File: config.mk
export PLATFORM = sky130hd
export DESIGN_NAME = in_buf_flat
export DESIGN_NICKNAME = d
export VERILOG_FILES = /design/src/rtl/in_buf_if.sv /design/src/rtl/in_buf.sv /design/src/flat_wrapper.sv
export SDC_FILE = /design/constraint.sdc
export NUM_CORES = 1
export LEC_CHECK = 0
export CORE_ASPECT_RATIO = 0.75
export CORE_UTILIZATION = 62
export CTS_CLUSTER_SIZE = 16
export DETAILED_ROUTE_END_ITERATION = 7
export PLACE_DENSITY = 0.81
export SYNTH_ARGS = -nofsm -noshare
export SYNTH_HDL_FRONTEND = slang
export SYNTH_SLANG_ARGS = --single-unit
File: constraint.sdc
create_clock -name clk -period 7.5 [get_ports clk]
set_clock_uncertainty 0.1 [all_clocks]
set_input_delay 1.125 -clock clk [delete_from_list [all_inputs] [get_ports clk]]
set_output_delay 1.125 -clock clk [all_outputs]
set_load 0.01 [all_outputs]
File: src/rtl/in_buf_if.sv
// Handshake/data bundle for in_buf; the err member exists only when
// IN_BUF_ERR_FLAG_EN is defined.
interface in_buf_if #(
  parameter int WIDTH = 8
) ();
  logic             read;
  logic             write;
  logic [WIDTH-1:0] din;
  logic             full;
  logic             empty;
  logic [WIDTH-1:0] dout;
`ifdef IN_BUF_ERR_FLAG_EN
  logic             err;
`endif

`ifdef IN_BUF_ERR_FLAG_EN
  modport master (output read, write, din, input full, empty, dout, err);
  modport slave  (input read, write, din, output full, empty, dout, err);
`else
  modport master (output read, write, din, input full, empty, dout);
  modport slave  (input read, write, din, output full, empty, dout);
`endif
endinterface

File: src/rtl/in_buf.sv
// Systolic-array input staging buffer: FIFO followed by a PADDING-deep skew chain.
// Optional sticky overflow/underflow flag enabled by macro IN_BUF_ERR_FLAG_EN.
module in_buf #(
  parameter int WIDTH   = 8,
  parameter int DEPTH   = 8,
  parameter int PADDING = 0
) (
  input  logic   clk,
  input  logic   rst,
  in_buf_if.slave bus
);
  localparam int AW = $clog2(DEPTH);
  localparam int CW = AW + 1;

  logic [WIDTH-1:0] mem_q [DEPTH];
  logic [AW-1:0]    wptr_q, wptr_d;
  logic [AW-1:0]    rptr_q, rptr_d;
  logic [CW-1:0]    count_q, count_d;
  // skew_q[0] is the FIFO output register s0; skew_q[PADDING] drives dout
  logic [WIDTH-1:0] skew_q [PADDING+1];
  logic [WIDTH-1:0] s0_d;
  logic             full_s, empty_s, push_s, pop_s;

  always_comb begin
    full_s  = (count_q == CW'(DEPTH));
    empty_s = (count_q == {CW{1'b0}});
    pop_s   = bus.read & ~empty_s;
    // a full FIFO still takes a write when the same edge frees a slot
    push_s  = bus.write & (~full_s | pop_s);

    wptr_d  = wptr_q;
    rptr_d  = rptr_q;
    count_d = count_q;
    s0_d    = {WIDTH{1'b0}};

    if (push_s) begin
      wptr_d = wptr_q + 1'b1;
    end else begin
      wptr_d = wptr_q;
    end

    if (pop_s) begin
      rptr_d = rptr_q + 1'b1;
      s0_d   = mem_q[rptr_q];
    end else begin
      rptr_d = rptr_q;
      s0_d   = {WIDTH{1'b0}};
    end

    case ({push_s, pop_s})
      2'b10:   count_d = count_q + 1'b1;
      2'b01:   count_d = count_q - 1'b1;
      default: count_d = count_q;
    endcase
  end

  always_ff @(posedge clk or posedge rst) begin
    if (rst) begin
      wptr_q  <= {AW{1'b0}};
      rptr_q  <= {AW{1'b0}};
      count_q <= {CW{1'b0}};
    end else begin
      wptr_q  <= wptr_d;
      rptr_q  <= rptr_d;
      count_q <= count_d;
    end
  end

  always_ff @(posedge clk or posedge rst) begin
    if (rst) begin
      for (int k = 0; k <= PADDING; k++) begin
        skew_q[k] <= {WIDTH{1'b0}};
      end
    end else begin
      skew_q[0] <= s0_d;
      for (int k = 1; k <= PADDING; k++) begin
        skew_q[k] <= skew_q[k-1];
      end
    end
  end

  // storage array carries no reset; only words below count are ever read
  always_ff @(posedge clk) begin
    if (push_s) begin
      mem_q[wptr_q] <= bus.din;
    end
  end

  assign bus.full  = full_s;
  assign bus.empty = empty_s;
  assign bus.dout  = skew_q[PADDING];

`ifdef IN_BUF_ERR_FLAG_EN
  logic err_q, err_d;

  always_comb begin
    err_d = err_q | (bus.write & full_s & ~pop_s) | (bus.read & empty_s);
  end

  always_ff @(posedge clk or posedge rst) begin
    if (rst) begin
      err_q <= 1'b0;
    end else begin
      err_q <= err_d;
    end
  end

  assign bus.err = err_q;
`endif
endmodule

File: src/flat_wrapper.sv
// flat-port wrapper written by rule: the top's interface ports become plain ports
module in_buf_flat 
#(
  parameter int WIDTH   = 8,
  parameter int DEPTH   = 8,
  parameter int PADDING = 0
)
  (clk, rst, bus_read, bus_write, bus_din, bus_full, bus_empty, bus_dout);
  in_buf_if #(.WIDTH(WIDTH)) bus_i ();
  input  logic clk;
  input  logic rst;
  input wire logic [$bits(bus_i.read)-1:0] bus_read;
  input wire logic [$bits(bus_i.write)-1:0] bus_write;
  input wire logic [$bits(bus_i.din)-1:0] bus_din;
  output wire logic [$bits(bus_i.full)-1:0] bus_full;
  output wire logic [$bits(bus_i.empty)-1:0] bus_empty;
  output wire logic [$bits(bus_i.dout)-1:0] bus_dout;
  assign bus_i.read = bus_read;
  assign bus_i.write = bus_write;
  assign bus_i.din = bus_din;
  assign bus_full = bus_i.full;
  assign bus_empty = bus_i.empty;
  assign bus_dout = bus_i.dout;
  in_buf #(.WIDTH(WIDTH), .DEPTH(DEPTH), .PADDING(PADDING)) u_core (.clk(clk), .rst(rst), .bus(bus_i));
endmodule
; After elaboration in Yosys (flattened, before gate mapping)
; Memories as Yosys holds them, arrays and structs flattened.
; Index checks and enable logic that the tools add are counted.
[totals]
register_bits = 18
wordCells = 23
ramBits = 64
out_inout_bits = 10
n_memories = 1
in_bits = 12
[memory_table]
columns = memory, words, word_bits, rd, rd_ports_with_merged_regs, write_ports, line
row1 = u_core.mem_q, 8, 8, 1, 0, 1, in_buf.sv:15  ; logic [WIDTH-1:0] mem_q [DEPTH];
[op_classes]
bitwise = 5
n_mux = 4
n_addsub = 4
n_eq_ne = 3
n_reduce_logical = 2
[op_table]
columns = op, n
row1 = $mux 8, 1
row2 = $pmux 4 s2, 1
row3 = $add 3x1->3 const B, 2
row4 = $add 4x1->4 const B, 1
row5 = $eq 4x4->1 const B, 1
row6 = $logic_not 4->1, 1
row7 = $sub 4x1->4 const B, 1
row8 = $and 1x1->1, 2
row9 = $eq 2x1->1 const B, 1
row10 = $eq 2x2->1 const B, 1
row11 = $mux 1, 2
row12 = $not 1->1, 2
row13 = $reduce_bool 2->1, 1
row14 = $or 1x1->1, 1

; Depth between registers and ports, before layout
; Gate-level depths: netlist of the first run.
[depth]
depth_word = 7
ltp_mapped = 9
depth_no_buf = 8

; Least setup slack after synthesis of the first run
; OpenSTA, ideal clock, no wires.
[synth_timing]
kind = input port to flip-flop
start = input port bus_read
end = register u_core.count_q[3]
arrival_ns = 2.652
setup_slack_ns = 4.657
stages = 6
required_time_ns = 7.310
path_buffers = 1
cell_sequence = o21ai_4 > ha_1 > clkbuf_1 > or4b_2 > a21o_1 > o221ai_1
[synth_between]
elab_chain_len = 5
elab_cells_between_ends = 7
classes_between = eq/ne: 2 / mux: 1 / bitwise: 3 / reduce/logical: 1
[synth_lines]
columns = element, line
row1 = start: declaration, flat_wrapper.sv:12  ; input wire logic [$bits(bus_i.read)-1:0] bus_read;
row2 = $and 1x1->1 *, in_buf.sv:27  ; pop_s = bus.read & ~empty_s;
row3 = $or 1x1->1, in_buf.sv:29  ; push_s = bus.write & (~full_s | pop_s);
row4 = $and 1x1->1, in_buf.sv:29
row5 = $eq 2x1->1 or $eq 2x2->1 (tied branches), in_buf.sv:50  ; case ({push_s, pop_s})
row6 = $pmux 4 s2 or $reduce_bool 2->1 (tied branches), -
row7 = end signal: assignment, in_buf.sv:61  ; count_q <= {CW{1'b0}};
row8 = end signal: assignment, in_buf.sv:65  ; count_q <= count_d;
row9 = end: declaration, in_buf.sv:18  ; logic [CW-1:0] count_q, count_d;
; Every way passes the cells marked *; elsewhere a longest branch is shown, timed or not.
; A chain may end at the register's enable or synchronous reset.

; Worst setup path after layout of the first run
; Ends and elaborated chain as after synthesis.

==> Flow_metrics.wiki, run 1 <==
{| class="wikitable"
! Metric !! Value
|-
| Result of the run || completed
|-
| All-Layer GR Usage || 0.2406
|-
| Classification of the worst setup path || in -> reg
|-
| Fraction of synthesized cell area taken by the top area cell type || 0.5858
|-
| Mean routed wirelength per cell || about 21 um
|-
| Count of pins on the block boundary || 22
|-
| Critical register-to-register path endpoint || u_core.count_q[3]
|-
| Max-slew violation count || 0
|-
| Data required time of the critical path || 7610 ps
|-
| Slew @ Worst Pin || 1086 ps
|-
| Hold buffer count at CTS || 0
|-
| Pin count of the biggest net entering global routing || 19
|-
| Source of the worst hold timing path || u_core.rptr_q[2]
|-
| Rel. slew slack || 0.2760
|-
| Number of rows in the core area || 22
|-
| Total DRC errors in the routed layout || 0
|-
| Final worst-path cycle share || 0.4452
|-
| Library cell contributing the largest single delay on the critical path || clkdlybuf4s50_1
|-
| Number of flops mapped to enable cells by yosys || 64
|-
| Final net count || 213
|-
| Number of cells traversed by the worst hold path || 1
|-
| Sink of the worst hold path || u_core.rptr_q[2]
|-
| Initial DRT Pass Iterations || 4
|-
| Mean number of vias per cell || just over 6
|-
| Worst-case register-to-register setup slack || 4410 ps
|-
| Placeable core area || 4982 sq um
|-
| Total power divided by cell area || 376.1 nW/um^2
|-
| Buffer levels on the longest clock path || 2
|-
| Delay of the slowest critical-path stage || 540 ps
|-
| Portion of the post-synthesis area used by sequential elements || 0.7231
|-
| Number of antenna violations at the first check in global routing || 0
|-
| Reg2Reg Depth || 6
|-
| Placed Cells || 257
|-
| Commonest register cell after synthesis || edfxtp_1
|-
| Fraction of final layout cells with drive strength greater than 1 || 0.2189
|-
| Initial DRC count || 125
|-
| Syn-to-layout area delta || 15.94%
|-
| Antenna viol nets, final || 0
|-
| Die area || ~5600 sq um
|-
| Floorplan die width || 86.00 um
|-
| Syn. warnings || 0
|-
| Leakage power || 1.316 nW
|-
| Number of buffers inserted by post-CTS setup repair || 0
|-
| Critical path capture point type || register
|-
| Synth Cell Area || roughly 3300 sq um
|-
| Count of unique library cells instantiated by Yosys || 37
|-
| Worst min path class || reg -> reg
|-
| Worst setup timing slack at the placement stage || 3809 ps
|-
| # Max-Cap Violations || 0
|-
| Synthesized area divided by synthesized cell count || ~19 sq um
|-
| Net count of the mapped netlist || 186
|-
| Async set-or-reset flop fraction in the synthesized netlist || 0.2195
|-
| Die Y || around 65 um
|-
| Critical path, cell by cell || clkdlybuf4s50_1 > o21ai_4 > ha_1 > or3b_2 > a2111oi_0 > o221ai_1
|-
| Number of endpoints failing setup at the final stage || 0
|-
| CTS sink cnt || around 80
|-
| Final worst slack || about 4200 ps
|-
| Insertion delay to the later sink of the worst-skew pair || 350 ps
|-
| Grt total ovfl || 0
|-
| Worst flop-to-flop path startpoint || u_core.count_q[0]
|-
| Final antenna diode count || 0
|-
| Maximum fanout encountered on the critical timing path || 8
|-
| Initial standard-cell utilization of the core || 0.6585
|-
| Register bit total from synthesis || 82
|-
| Main area contributors after synthesis || edfxtp_1 59%, dfrtp_1 14%, mux4_2 11%
|-
| Post-Route Setup TNS || 0 ps
|-
| Clock period minus final worst setup slack || approximately 3300 ps
|-
| Hold violation total from the final report || 0
|-
| Via count of the first global-routing pass || about 1,800
|-
| PostCTS Resize Cnt || 0
|-
| Weighted congestion at the end of routability-driven global placement || 0.7699
|-
| Launching element type of the critical path || input port
|-
| Setup repair after global routing missed its margin || false
|-
| First-pass GRT wire length || 9170 um
|-
| Detailed Route WL || 5772 um
|-
| Overall power || 1.431 mW
|-
| Number of instances in the synthesized netlist || 169
|-
| Number of port buffers || 21
|-
| Via total after detailed routing || about 1,700
|-
| Post-layout instance count excluding filler cells || between 200 and 300
|-
| Cell type with the largest total area after synthesis || edfxtp_1
|-
| Max Clk Rate || 299.5 MHz
|-
| Half-perimeter wire length after detailed placement || ~3600 um
|-
| Number of buffers added by the clock tree synthesis step || 9
|-
| Clock-pin transition on the worst setup and hold timing paths || about 80 ps
|-
| Clock tree from TritonCTS || built
|-
| Maximum level of the CTS H-tree || 3
|-
| Worst endpoint data arrival time || 3450 ps
|-
| Master cell of the clock root buffer || clkbuf_8
|-
| Worst vdd rail ir drop || 0.0002852 V
|}
power by group:
part	switching (mW)	internal (mW)	total [mW]
registers	0.113	0.588	0.701
clock network	0.155	0.222	0.378
logic	0.147	0.205	0.352
cells by family (layout without fill, tap and decap cells):
group           count (synthesis)  after routing  share of synthesized area
compound gates                 18             18                    0.05340
simple gates                   25             25                    0.04348
buf+inv                        13             45                    0.02136
xor+xnor                        7              7                    0.01869
mux                            19             19                     0.1209
fa+ha+maj                       5              5                    0.01907
flops                          82             82                     0.7231
state kept, by name (all words and copies together), names as in the netlist:
| register | flops |
|---|---|
| u_core.wptr_q | 3 |
| u_core.mem_q | 64 |
| u_core.bus.dout | 8 |
| u_core.rptr_q | 3 |
| u_core.count_q | 4 |
synth_stat cells (all sizes together), types with 2 or more instances:
master,instances
edfxtp,64
dfrtp,18
mux4,16
a22o,8
xnor2,6
buf,5
ha,5
inv,5
nand2,5
nor2,5
nor3,4
clkbuf,3
mux2,2
nand2b,2
nor4,2
o211ai,2
o41ai,2
or4b,2
area by class of cell:
type	count	area, sq um
Sequential cell	82	2372
Tap cell	72	90.09
Fill cell	257	1179
Timing Repair Buffer	24	232.7
Clock inverter	6	113.9
Clock buffer	10	127.6
Inverter	5	18.77
Multi-Input combinational cell	74	848.3
cells in the final DEF, fill, tap and decap left out, drive strengths merged:
cell / count
edfxtp: 64
xnor2: 6
or3b: 1
nand3b: 1
or4b: 2
mux2i: 1
inv: 6
and2: 1
or4: 1
o41ai: 2
nor4: 2
clkdlybuf4s50: 21
o21ai: 1
nor3: 4
o21a: 1
o221ai: 1
o211ai: 2
a21oi: 1
nor2b: 1
a2111oi: 1
dfrtp: 18
clkbuf: 10
nor2: 5
ha: 5
nand2b: 2
mux2: 2
nand2: 5
a22o: 8
xor2: 1
clkinvlp: 2
bufinv: 3
mux4: 16
buf: 3
a21o: 1
worst max path at each step:
stage                  start                end  slack [ps]
floorplan           bus_read  u_core.count_q[3]        4660
global placement    bus_read  u_core.count_q[3]        3990
detailed placement  bus_read  u_core.count_q[3]        3810
CTS                 bus_read  u_core.count_q[3]        4180
global route        bus_read  u_core.count_q[3]        4050
finish              bus_read  u_core.count_q[3]        4160
per-stage QoR:
step           hold WS, ps    util  cell area (sq um)
6_report             424.9  0.7634               3804
5_1_grt              460.6  0.7634               3804
4_1_cts              419.1  0.7634               3804
3_5_place_dp         413.9  0.7150               3562
3_3_place_gp         384.0  0.7150               3562
2_1_floorplan        358.6       -               3281
worst max-delay path, delay by kind of cell:
kind | cells | cell delay, ps
buf+inv | 1 | 540
fa+ha+maj | 1 | 330
compound gates | 3 | 960
simple gates | 1 | 480
layer usage:
layer / part of all wire / vias up / GRT usage
li1: - / 731 / -
met2: 0.50 / 79 / 0.3849
met4: 0.014 / 0 / 0.09167
met1: 0.43 / 858 / 0.3177
met5: 0 / - / 0
met3: 0.060 / 9 / 0.07006
No activity file was read; power rests on OpenSTA's default activity.
==> inputs of run 2 (changes only) <==
- CORE_UTILIZATION: 62 -> 52
- PLACE_DENSITY: 0.81 -> 0.72
- clock period: 7.5 -> 2.95 ns (I/O delays scaled with it)
==> run 2 against run 1 <==
  * Clock-buffer cell count is the same
  * Highest routed layer unchanged
  * Final cell count rose by 7.3%
  * Worst hold slack got worse by 9.7 ps
  * Sequential share of layout area down 0.75 points
==> Flow_metrics.wiki, run 2 (synthesis gave the netlist of run 1 again) <==
{| class="wikitable"
! Metric !! Value
|-
| Result of the run || completed
|-
| Grt total ovfl || 0 (unchanged)
|-
| Final antenna diode count || 0 (unchanged)
|-
| Detailed Route WL || 5834 um (+1.1%)
|-
| Hold violation total from the final report || 0 (unchanged)
|-
| Number of antenna violations at the first check in global routing || 0 (unchanged)
|-
| Count of pins on the block boundary || 22 (unchanged)
|-
| Worst min path class || reg -> reg
|-
| Initial standard-cell utilization of the core || 0.5518 (-0.1067)
|-
| Number of rows in the core area || 24 (+9.1%)
|-
| Reg2Reg Depth || 6 (unchanged)
|-
| Highest-count cells in the layout ignoring fill and taps || 64 x edfxtp_1, 21 x clkdlybuf4s50_1, 18 x dfrtp_1
|-
| Antenna viol nets, final || 0 (unchanged)
|-
| Final worst-path cycle share || 0.9570
|-
| Flip-flop count of the largest register after layout || 64 (unchanged)
|-
| Maximum fanout encountered on the critical timing path || 6 (-2)
|-
| Buffer levels on the longest clock path || 2 (unchanged)
|-
| Post-Route Setup TNS || 0 ps (unchanged)
|-
| Die area || 6634 sq um (+19%)
|-
| Half-perimeter wire length after detailed placement || 3723 um (+3.2%)
|-
| Standard cell area after detailed placement || 3642 sq um (+2.2%)
|-
| Source of the worst hold timing path || u_core.rptr_q[2]
|-
| Routed metal-1 wirelength || 2392 um (-3.5%)
|-
| Master cell of the clock root buffer || clkbuf_8
|-
| Rel. slew slack || 0.4473 (+0.1713)
|-
| Launching element type of the critical path || register
|-
| # Max-Cap Violations || 0 (unchanged)
|-
| Die Y || 70.79 um (+8.9%)
|-
| CTS sink cnt || 82 (unchanged)
|-
| Clock tree from TritonCTS || built
|-
| Crit path max-delay family || simple AND/OR/NAND/NOR gates
|-
| Most frequent standard cell in the layout excluding fill and tap cells || edfxtp_1
|-
| Worst vdd rail ir drop || 0.0004053 V (+42%)
|-
| Floorplan die width || 93.72 um (+9.0%)
|-
| Fill cell instance count of the final layout || 411 (+60%)
|-
| Clock period minus final worst setup slack || 2823 ps
|-
| Library cell contributing the largest single delay on the critical path || or4b_4
|-
| Mean number of vias per cell || 5.683 (-7.5%)
|-
| Syn-to-layout area delta || 17.35%
|-
| Number of cells traversed by the worst hold path || 1 (unchanged)
|-
| First-pass GRT wire length || 9149 um (-0.23%)
|-
| Top metal layer carrying routed signals || met4
|-
| Worst endpoint data arrival time || 2930 ps (-520 ps)
|-
| Maximum level of the CTS H-tree || 3 (unchanged)
|-
| Critical path capture point type || register
|-
| Via count of the first global-routing pass || 1,741 (-3.3%)
|-
| Critical path, cell by cell || or4b_4 > o21ai_4 > ha_1 > or3b_2 > a2111oi_1 > o221ai_1
|-
| Max-slew violation count || 0 (unchanged)
|-
| Placed Cells || 274 (+6.6%)
|-
| Final Hold Slack || 415.1 ps (-9.712 ps)
|-
| Initial DRC count || 114 (-8.8%)
|-
| Post-route standard cell area excluding fillers || 3850 sq um (+1.2%)
|-
| Number of port buffers || 21 (unchanged)
|-
| Initial DRT Pass Iterations || 4 (unchanged)
|-
| Leakage power || 1.361 nW (+3.4%)
|-
| Sink of the worst hold path || u_core.rptr_q[2]
|-
| Hold buffer count at CTS || 0 (unchanged)
|-
| Most flop-heavy register || u_core.mem_q
|-
| Placeable core area || 5946 sq um (+19%)
|-
| Pin count of the biggest net entering global routing || 19 (unchanged)
|-
| Via total after detailed routing || 1,665 (-0.72%)
|-
| Fraction of final layout cells with drive strength greater than 1 || 0.2651 (+0.04621)
|-
| Max Clk Rate || 354.2 MHz
|-
| Slew @ Worst Pin || 829.1 ps (-257.0 ps)
|-
| Number of buffers added by the clock tree synthesis step || 9 (unchanged)
|-
| Worst-case register-to-register setup slack || 130 ps (-4280 ps)
|-
| Weighted congestion at the end of routability-driven global placement || 0.7630 (-0.90%)
|-
| Met2 routed WL || 2917 um (+1.9%)
|-
| Mean routed wirelength per cell || 19.91 um (-5.8%)
|-
| Met3 layer wire length in the routed design || 432 um (+24%)
|-
| Number of endpoints failing setup at the final stage || 0 (unchanged)
|-
| Classification of the worst setup path || reg -> reg
|-
| Delay of the slowest critical-path stage || 550 ps (about the same)
|-
| Overall power || 3.486 mW (+140%)
|-
| Critical register-to-register path endpoint || u_core.count_q[3]
|-
| Insertion delay to the later sink of the worst-skew pair || 350 ps (about the same)
|-
| Final net count || 227 (+6.6%)
|-
| Post-layout instance count excluding filler cells || 293 (+7.3%)
|-
| Clock-pin transition on the worst setup and hold timing paths || 80 ps (about the same)
|-
| Worst flop-to-flop path startpoint || u_core.count_q[3]
|-
| Setup repair after global routing missed its margin || false
|-
| Total DRC errors in the routed layout || 0 (unchanged)
|-
| All-Layer GR Usage || 0.2031 (-0.03754)
|-
| Total buffers and inverters traversed by the critical path || 0 (-1)
|-
| Data required time of the critical path || 3060 ps (-4550 ps)
|-
| Total power divided by cell area || 905.4 nW/um^2 (+140%)
|}
[run 2: cell types whose count changed in the layout (fill, tap and decap cells not counted)]
cell / previous run / this run
buf_4: 3 / 17
bufinv_16: 3 / 0
inv_6: 1 / 3
nor3_1: 2 / 4
nor3_2: 2 / 0
a2111oi_0: 1 / 0
a2111oi_1: 0 / 1
clkbuf_1: 1 / 0
clkbuf_8: 9 / 10
clkinv_2: 0 / 1
[run 2: where the power goes]
| part | total, mW | switching (mW) | internal, mW |
|---|---|---|---|
| Combinational | 1.06 | 0.480 | 0.584 |
| Clock | 0.741 | 0.406 | 0.335 |
| Sequential | 1.68 | 0.186 | 1.49 |
| Total | 3.49 | 1.07 | 2.41 |
[run 2: how the worst max path moves through the flow]
stage / start / end / slack, ps / depth (start not counted)
global route: u_core.count_q[3] / u_core.count_q[3] / 60 / 6
detailed placement: bus_read / u_core.count_q[3] / 30 / 6
finish: u_core.count_q[3] / u_core.count_q[3] / 130 / 6
CTS: u_core.count_q[3] / u_core.count_q[3] / 1 / 6
global placement: bus_read / u_core.count_q[3] / 210 / 6
floorplan: u_core.count_q[0] / u_core.count_q[3] / 180 / 7
[run 2: stage by stage]
stage | setup WS (ps) | utilization
floorplan | 176.1 | -
global placement | 207.5 | 0.6126
detailed placement | 28.96 | 0.6126
CTS | 1.062 | 0.6435
global route | 57.25 | 0.6475
finish | 126.8 | 0.6475
[run 2: repair_timing]
| action | CTS | global route |
|---|---|---|
| setup buffers | 0 | 3 |
| resized for setup | 0 | 1 |
| endpoints found under the setup margin | 0 | 1 |
[run 2: area by class of cell]
class / count / area (sq um) / area share
inverter: 5 / 18.77 / 0.004875
clock buffer: 10 / 137.6 / 0.03575
tap: 78 / 97.59 / 0.02535
clock inverter: 6 / 46.29 / 0.01202
sequential: 82 / 2372 / 0.6162
multi-input combinational: 74 / 839.6 / 0.2181
timing repair buffer: 38 / 337.8 / 0.08775
[run 2: per-layer routing]
metal	global-route usage	up-vias
met5	0	-
met4	0.08205	0
met3	0.05806	9
met2	0.3212	54
met1	0.2695	847
li1	-	755
==> inputs of run 3 (changes only) <==
- CORE_UTILIZATION: 52 -> 59
- CTS_BUF_LIST: default -> sky130_fd_sc_hd__clkbuf_8
- CTS_CLUSTER_DIAMETER: default -> 80
- DONT_BUFFER_PORTS: default -> 1
- PLACE_DENSITY: 0.72 -> 0.76
==> run 3 against run 2 <==
  * Register-to-register slack gained 40 ps
  * Utilization grew 3.0 points
  * Final cell count shrank 11%
  * Combinational power shrank 14%
  * Sequential share of layout area grew 3.8 points
  * Flip-flop and latch count is the same
  * Critical path depth is the same
  * Clock-buffer cell count shrank 1
  * Global-route usage grew 1.2 points
  * Total power is essentially flat
  * Cell area shrank 5.8%
  * Critical endpoint unchanged
  * Largest cell class unchanged
  * Highest routed layer unchanged
==> Flow_metrics.wiki, run 3 (synthesis gave the netlist of run 1 again) <==
{| class="wikitable"
! Metric !! Value
|-
| Setup crit start || u_core.count_q[2]
|-
| Mean routed wirelength per cell || 20.58 um (+3.4%)
|-
| Total power divided by cell area || 960.2 nW/um^2 (+6.1%)
|-
| Via count of the first global-routing pass || 1,537 (-12%)
|-
| Insertion delay to the later sink of the worst-skew pair || 350 ps (about the same)
|-
| Sequential Area || 2372 sq um (unchanged)
|-
| Portion of total power attributed to sequential cells || 0.485 (+0.003)
|-
| Launching element type of the critical path || register
|-
| Final worst-path cycle share || 0.9443 (-0.01275)
|-
| CTS sink cnt || 82 (unchanged)
|-
| Detailed Route WL || 5393 um (-7.6%)
|-
| Utilization after layout || 0.6779 (+0.03037)
|-
| Most flop-heavy register || u_core.mem_q
|-
| Final antenna diode count || 0 (unchanged)
|-
| Flip-flop count of the largest register after layout || 64 (unchanged)
|-
| PostCTS Resize Cnt || 0 (unchanged)
|-
| Number of endpoints failing setup at the final stage || 0 (unchanged)
|-
| Pin count of the biggest net entering global routing || 19 (unchanged)
|-
| Net switching power || 1.029 mW (-4.0%)
|-
| Clock-pin transition on the worst setup and hold timing paths || 80 ps (about the same)
|-
| Antenna viol nets, final || 0 (unchanged)
|-
| Number of rows in the core area || 23 (-4.2%)
|-
| Maximum level of the CTS H-tree || 3 (unchanged)
|-
| Maximum fanout encountered on the critical timing path || 8 (+2)
|-
| Number of buffers inserted by post-CTS setup repair || 0 (unchanged)
|-
| Number of buffers added by the clock tree synthesis step || 9 (unchanged)
|-
| Critical path capture point type || register
|-
| Floorplan die width || 88.11 um (-6.0%)
|-
| Placeable core area || 5353 sq um (-10%)
|-
| Clock period minus final worst setup slack || 2786 ps (-37.62 ps)
|-
| Worst min path class || in -> async
|-
| Initial DRC count || 82 (-28%)
|-
| Number of port buffers || 0 (-100%)
|-
| Initial standard-cell utilization of the core || 0.6129 (+0.06114)
|-
| Max-slew violation count || 0 (unchanged)
|-
| Hold violation total from the final report || 0 (unchanged)
|-
| Via total after detailed routing || 1,550 (-6.9%)
|-
| Classification of the worst setup path || reg -> reg
|-
| Buffer levels on the longest clock path || 2 (unchanged)
|-
| Die Y || 66.58 um (-5.9%)
|-
| Worst flop-to-flop path startpoint || u_core.count_q[2]
|-
| Initial DRT Pass Iterations || 4 (unchanged)
|-
| Clock Power Share || 0.254 (+0.041)
|-
| Clock tree from TritonCTS || built
|-
| Cell Int Power || 2.455 mW (+1.7%)
|-
| Syn-to-layout area delta || 10.60%
|-
| Die area || 5866 sq um (-12%)
|-
| Half-perimeter wire length after detailed placement || 3438 um (-7.7%)
|-
| Data required time of the critical path || 3070 ps (about the same)
|-
| Count of pins on the block boundary || 22 (unchanged)
|-
| Worst endpoint data arrival time || 2900 ps (-30 ps)
|-
| Fill cell instance count of the final layout || 378 (-8.0%)
|-
| Master cell of the clock root buffer || clkbuf_8
|-
| Result of the run || completed
|-
| Fraction of final layout cells with drive strength greater than 1 || 0.2674 (+0.002263)
|-
| Switching Share || 0.2953 (-0.01204)
|-
| All-Layer GR Usage || 0.2147 (+0.01163)
|-
| Post-Route Setup TNS || 0 ps (unchanged)
|-
| Total DRC errors in the routed layout || 0 (unchanged)
|-
| Rel. slew slack || 0.3814 (-0.06584)
|-
| Slew @ Worst Pin || 924.4 ps (+95.34 ps)
|-
| Setup repair after global routing missed its margin || false
|-
| Weighted congestion at the end of routability-driven global placement || 0.8831 (+16%)
|-
| Worst vdd rail ir drop || 0.0005166 V (+27%)
|-
| First-pass GRT wire length || 8328 um (-9.0%)
|-
| Most frequent standard cell in the layout excluding fill and tap cells || edfxtp_1
|-
| Leakage power || 1.267 nW (-6.9%)
|-
| Power share of the combinational group || 0.261 (-0.044)
|-
| Hold buffer count at CTS || 0 (unchanged)
|-
| Max Clk Rate || 359.0 MHz (+1.4%)
|-
| Number of antenna violations at the first check in global routing || 0 (unchanged)
|-
| Grt total ovfl || 0 (unchanged)
|-
| # Max-Cap Violations || 0 (unchanged)
|-
| Mean number of vias per cell || 5.916 (+4.1%)
|-
| Final net count || 199 (-12%)
|-
| Highest-count cells in the layout ignoring fill and taps || 64 x edfxtp_1, 18 x dfrtp_1, 16 x mux4_2
|-
| Multi-input combinational cell area || 844.6 sq um (+0.60%)
|}
## run 3: critical path, stage by stage, from the launching register on
cell	delay [ps]
dfrtp_1	500
or4b_4	570
o21ai_4	190
ha_1	300
or3b_2	510
a2111oi_2	330
o221ai_1	170
## run 3: area by class of cell
class                   count  area share
flip-flops and latches     82      0.6538
multi-input cells          74      0.2328
clock buffers               9     0.03414
inverters                   5    0.005172
clock inverters             7     0.02759
well taps                  75     0.02586
repair buffers             10     0.02069
## run 3: path summary, 6_finish.rpt
kind                            slack (ps)  cells after the start                 end
worst min-delay path                    10                      1  u_core.bus.dout[7]
worst max-delay path                   160                      6   u_core.count_q[3]
worst max register to register         160                      6   u_core.count_q[3]
min in group clk                        80                      0  u_core.mem_q[5][7]
worst min register to register         410                      1    u_core.rptr_q[2]
max in group asynchronous             2250                      1  u_core.bus.dout[3]
## run 3: through the flow
| stage | hold slack (ps) | instances | setup slack, ps | power (mW) | instance area [sq um] |
|---|---|---|---|---|---|
| 5_1_grt | 56.65 | 262 | 58.24 | 3.658 | 3628 |
| 2_1_floorplan | 281.1 | 169 | 176.1 | 2.401 | 3281 |
| 3_5_place_dp | 401.0 | 246 | 87.06 | 2.623 | 3398 |
| 3_3_place_gp | 379.1 | 246 | 297.2 | 2.572 | 3398 |
| 4_1_cts | 26.96 | 262 | 39.81 | 3.510 | 3622 |
| 6_report | 13.08 | 262 | 164.5 | 3.484 | 3628 |
## run 3: layer usage
metal  routed length, um  track usage
met4                  72      0.07258
met5                   0            0
met1                2384       0.2866
met3                 340      0.08922
met2                2596       0.3217
## run 3: power groups by stage
stage | Clock [mW] | Sequential [mW] | Combinational [mW]
finish | 0.884 | 1.69 | 0.909
global route | 0.944 | 1.72 | 0.993
CTS | 0.903 | 1.69 | 0.914
detailed placement | 0 | 1.72 | 0.903
global placement | 0 | 1.70 | 0.874
floorplan | 0 | 1.64 | 0.764
